**src/rtl/rv32i_types.sv**
```systemverilog
// Shared RV32I type definitions: memory funct3 encodings and the
// data-memory request FSM states.
package rv32i_types;

    typedef enum logic [2:0] {
        lb  = 3'b000,
        lh  = 3'b001,
        lw  = 3'b010,
        lbu = 3'b100,
        lhu = 3'b101
    } load_funct3_t;

    typedef enum logic [2:0] {
        sb = 3'b000,
        sh = 3'b001,
        sw = 3'b010
    } store_funct3_t;

    typedef enum logic [1:0] {
        IDLE,
        BUSY,
        DONE
    } dmem_state_t;

endpackage

```
**src/rtl/store_align.sv**
```systemverilog
// Combinational lane alignment for a memory access: byte enables, shifted
// store data and the alignment check.
module store_align
    import rv32i_types::*;
(
    input  logic        req_write,
    input  logic [2:0]  funct3,
    input  logic [1:0]  offset,
    input  logic [31:0] store_data,
    output logic [3:0]  mbe,
    output logic [31:0] wdata,
    output logic        misaligned
);

    always_comb begin
        wdata      = store_data << {offset, 3'b000};
        mbe        = 4'b1111;
        misaligned = 1'b0;
        if (req_write) begin
            case (store_funct3_t'(funct3))
                sb:      mbe = 4'b0001 << offset;
                sh:      mbe = 4'b0011 << offset;
                default: mbe = 4'b1111;
            endcase
        end
        // sh/sw share their encodings with lh/lw, so one check covers both.
        case (load_funct3_t'(funct3))
            lw:       misaligned = (offset != 2'b00);
            lh, lhu:  misaligned = offset[0];
            default:  misaligned = 1'b0;
        endcase
    end

endmodule

```
**src/rtl/dmem_req_unit.sv**
```systemverilog
// MEM-stage data-memory request unit: issues one load/store per request,
// waits for the memory response and returns the lane-shifted load word.
module dmem_req_unit
    import rv32i_types::*;
(
    input  logic        clk,
    input  logic        rst,
    input  logic        req_valid,
    input  logic        req_write,
    input  logic [2:0]  funct3,
    input  logic [31:0] addr,
    input  logic [31:0] store_data,
    output logic [31:0] dmem_address,
    output logic        dmem_read,
    output logic        dmem_write,
    output logic [31:0] dmem_wdata,
    output logic [3:0]  dmem_mbe,
    input  logic        dmem_resp,
    input  logic [31:0] dmem_rdata,
    output logic [31:0] load_data,
    output logic        done,
    output logic        misaligned,
    output logic        stall
);

    dmem_state_t state;
    logic        write_q;
    logic [1:0]  offset_q;
    logic [3:0]  mbe_next;
    logic [31:0] wdata_next;
    logic        misaligned_next;

    store_align u_store_align (
        .req_write  (req_write),
        .funct3     (funct3),
        .offset     (addr[1:0]),
        .store_data (store_data),
        .mbe        (mbe_next),
        .wdata      (wdata_next),
        .misaligned (misaligned_next)
    );

    assign stall = req_valid && (state != DONE);

    always_ff @(posedge clk or posedge rst) begin
        if (rst) begin
            state        <= IDLE;
            write_q      <= 1'b0;
            offset_q     <= 2'b00;
            dmem_read    <= 1'b0;
            dmem_write   <= 1'b0;
            dmem_address <= '0;
            dmem_wdata   <= '0;
            dmem_mbe     <= '0;
            load_data    <= '0;
            done         <= 1'b0;
            misaligned   <= 1'b0;
        end else begin
            case (state)
                IDLE: begin
                    if (req_valid) begin
                        write_q  <= req_write;
                        offset_q <= addr[1:0];
                        if (misaligned_next) begin
                            // Illegal alignment completes without touching memory.
                            state      <= DONE;
                            done       <= 1'b1;
                            misaligned <= 1'b1;
                        end else begin
                            state        <= BUSY;
                            dmem_read    <= ~req_write;
                            dmem_write   <= req_write;
                            dmem_address <= {addr[31:2], 2'b00};
                            dmem_wdata   <= wdata_next;
                            dmem_mbe     <= mbe_next;
                        end
                    end
                end
                BUSY: begin
                    if (dmem_resp) begin
                        dmem_read  <= 1'b0;
                        dmem_write <= 1'b0;
                        if (!write_q)
                            load_data <= dmem_rdata >> {offset_q, 3'b000};
                        done  <= 1'b1;
                        state <= DONE;
                    end
                end
                DONE: begin
                    done       <= 1'b0;
                    misaligned <= 1'b0;
                    state      <= IDLE;
                end
                default: state <= IDLE;
            endcase
        end
    end

endmodule

```
**config.mk**
```make
export PLATFORM = sky130hd
export DESIGN_NAME = dmem_req_unit
export DESIGN_NICKNAME = d
export VERILOG_FILES = /design/src/rtl/rv32i_types.sv /design/src/rtl/store_align.sv /design/src/rtl/dmem_req_unit.sv
export SDC_FILE = /design/constraint.sdc
export NUM_CORES = 1
export LEC_CHECK = 0
export ABC_AREA = 0
export ABC_CLOCK_PERIOD_IN_PS = 4000
export CORE_MARGIN = 8
export CORE_UTILIZATION = 45
export CTS_BUF_LIST = sky130_fd_sc_hd__clkbuf_8
export DETAILED_ROUTE_END_ITERATION = 8
export GPL_TIMING_DRIVEN = 0
export PLACE_DENSITY = 0.82
export SYNTH_ARGS = -nofsm -noshare
export SYNTH_HDL_FRONTEND = slang
export SYNTH_SLANG_ARGS = --single-unit
```
**constraint.sdc**
```tcl
create_clock -name clk -period 4 [get_ports clk]
set_input_delay 0.8 -clock clk [delete_from_list [all_inputs] [get_ports clk]]
set_output_delay 0.8 -clock clk [all_outputs]
set_load 0.01 [all_outputs]
```
==> results by group <==
Die
  • Die Span Y: ~120 um
  • Die Area: 15000 sq um
  • Area of the core: around 11000 sq um
  • Number of I/O pins: 209
  • Rows: 39
  • Initial Utilization: 45.4%
  • DIE WIDTH: 122 um

Global routing
  • Largest net degree at the start of global routing: between 50 and 60
  • First-pass GRT wire length: ~26000 um
  • Initial antenna violation count: 0
  • Vias in the first global route: 4644
  • Grt ovf: 0
  • Total track usage: between 20 and 25%

CTS
  • Clk buf depth: 2
  • Skew-Pair Late Insertion Delay: 0.36 ns
  • CTS Buf Count: 9
  • Resize count post-CTS: 0
  • CTS Hold Bufs: 0
  • H-tree levels: 3
  • Post-CTS setup buffers: 0
  • Num Clock Sinks: 107
  • CTS tree: yes
  • CTS clk-pin slew, worst paths: 0.10 ns
  • CTS Root Buffer Type: clkbuf_8

Synthesis
  • Post-synthesis cell count: 473
  • Top_reg_cell synth: dfrtp_1
  • Synth top area cells: dfrtp_1 53%, mux2_2 9.5%, mux2i_1 6.7%
  • Yosys warning count: 0
  • Post-synthesis sequential area ratio: 52.6%
  • Post-synth top area cell: dfrtp_1
  • Post-synth top area share: 52.6%
  • Mean Syn Cell Area: 10.8 sq um
  • FFs w/ async S/R, synth: 100%
  • Synth unique cells: 34
  • Commonest cells post-synth: 107 x dfrtp_1, 66 x nand2_1, 43 x mux2_2
  • Most numerous cell in the Yosys netlist: dfrtp_1
  • Synthesized area: between 5000 and 6000 sq um
  • Post-synth EDFFs: 0
  • Flop and latch count out of synthesis: between 100 and 150

Critical path
  • Critical path's slowest cell: clkdlybuf4s50_1
  • Delay-heaviest family, CP: buffers and inverters
  • CP cell instances: clkdlybuf4s50_1, inv_1, nor2_1, clkdlybuf4s50_1
  • Critical path type: input port to output pin
  • Critical Path Stages: 4
  • CP Capture Type: output pin
  • Cell repeated most along the worst path: clkdlybuf4s50_1
  • Worst path max stage delay: a little under 0.6 ns
  • CP startpoint kind: input port
  • Buf/Inv on CP: 3
  • WP data required: 3.20 ns
  • Reg2Reg Depth: 5
  • Crit path max fanout: 4
  • Arrival @ worst endpoint: 2.11 ns

Timing
  • Max-slew violations: 0
  • RSZ-0062 raised after global routing: false
  • Transition time of the tightest slew-check pin: between 0.6 and 0.7 ns
  • Crit share post-route: 72.7%
  • Minimum clock period: 2.91 ns
  • Skew final: 0.0102 ns
  • Final hold violation count: 0
  • Setup_tns: 0 ns
  • Number of setup violations in the final report: 0
  • Fmax: approximately 340 MHz
  • Slew margin rel.: 54.4%

Place
  • Number of port buffers: 206
  • Gpl congestion: 0.945
  • Dpl hpwl: 13200 um

Layout
  • Nets: 799
  • Fillers: 923
  • Final core utilization: roughly two thirds
  • Share of layout cells above drive strength 1: between 10% and 20%
  • Diode count: 0
  • Area Overhead vs Synth: 48.4%

Flow run
  • Maxcap violations: 0

Routing
  • WL/cell: 19.9 um
  • Avg Vias per Cell: 5.37
  • DRT Wirelength: 16700 um
  • Antenna viol nets, final: 0
  • Drt pass-1 iters: 5
  • DRT iter0 DRCs: 356
  • DR vias: 4512
  • DRC Markers: 0

Outcome
  • Status: finished clean

Min path
  • Hold Path Class: register to register
  • Hold depth: 2

Power
  • PD cells: 699 nW/um^2
  • Leakage: 3.24 nW
  • Max rail drop VDD: roughly 0.36 mV
## power by group
part           total (W)  internal [W]  switching, W
Clock           0.000639      0.000276      0.000363
Combinational    0.00276       0.00152       0.00125
Sequential       0.00188       0.00160      0.000283
Total            0.00528       0.00339       0.00189
## per-stage QoR
step	cells	power [W]	hold slack, ns	worst slack (ns)	area [sq um]
floorplan	474	0.00317	0.441	0.383	5090
global placement	823	0.00460	0.460	-1.15	7330
detailed placement	824	0.00468	0.466	1.11	7360
CTS	840	0.00533	0.488	1.11	7550
global route	840	0.00561	0.500	1.06	7550
finish	840	0.00528	0.485	1.09	7550
## final timing paths
path	from	end	slack (ns)
worst min register to register	write_q$_DFFE_PP0P_	write_q$_DFFE_PP0P_	0.48
worst max register to register	state[0]$_DFFE_PP0P_	load_data[0]$_DFFE_PP0P_	1.95
max in group asynchronous	rst	dmem_wdata[19]$_DFFE_PP0P_	2.41
worst min-delay path	write_q$_DFFE_PP0P_	write_q$_DFFE_PP0P_	0.48
min in group asynchronous	rst	load_data[25]$_DFFE_PP0P_	0.89
worst max-delay path	req_valid	stall	1.09
## cells by family after synthesis
group	Yosys count	share of synthesized area (%)
and+or+nand+nor	119	11.0
AOI/OAI and AO/OA	117	13.6
muxes	83	18.0
buffers and inverters	43	4.06
adders and majority gates	3	0.738
DFF	107	52.6
other	1	0.0737
## routing by layer
metal	part of all wire [%]	vias to the layer above	global-route usage [%]	routed length [um]
met5	0	-	0	0
met4	2.7	0	9.44	459
met3	9.1	29	6.03	1530
met2	48	209	36.7	8070
met1	40	2184	26.5	6640
li1	-	2090	-	-
## worst reg2reg max path, delay by kind of cell, from the launching register on
kind	cells	cell delay, ns
buf+inv	2	0.77
flops	1	0.41
mux	1	0.36
fa+ha+maj	1	0.26
simple gates	1	0.15
## final cells by class
class | instances | area, sq um | area share (%)
Timing Repair Buffer | 207 | 2090 | 27.7
Clock buffer | 12 | 165 | 2.19
Buffer | 35 | 176 | 2.34
Sequential cell | 107 | 2680 | 35.4
Tap cell | 143 | 179 | 2.37
Clock inverter | 4 | 25.0 | 0.331
Inverter | 8 | 32.5 | 0.431
Multi-Input combinational cell | 324 | 2210 | 29.2
## registers in the layout, indices dropped and copies added (netlist names)
register,cells
dmem_address,30
dmem_mbe,4
dmem_read,1
dmem_wdata,32
dmem_write,1
done,1
load_data,32
misaligned,1
offset_q,2
state,2
write_q,1
## placed cells by master, fill, tap and decap left out, types with 2 or more instances in the layout
| master | synthesis | final |
|---|---|---|
| nor2b_1 | 20 | 20 |
| mux2_2 | 43 | 43 |
| o31ai_1 | 16 | 16 |
| nor2_1 | 21 | 21 |
| buf_4 | 2 | 2 |
| buf_6 | 2 | 2 |
| nand3b_1 | 2 | 2 |
| clkbuf_8 | 0 | 12 |
| a21o_1 | 3 | 3 |
| clkbuf_1 | 10 | 10 |
| ha_1 | 3 | 3 |
| clkdlybuf4s50_1 | 0 | 206 |
| a211oi_1 | 16 | 16 |
| a21oi_1 | 37 | 37 |
| dfrtp_1 | 107 | 107 |
| nand4bb_1 | 2 | 2 |
| mux2_4 | 6 | 6 |
| inv_1 | 8 | 8 |
| a22o_1 | 3 | 3 |
| conb_1 | 1 | 2 |
| buf_1 | 3 | 3 |
| o21ai_0 | 39 | 39 |
| a31oi_1 | 2 | 2 |
| buf_2 | 17 | 17 |
| nand2_1 | 66 | 66 |
| mux2i_1 | 34 | 34 |
(Power assumes the default switching activity.)
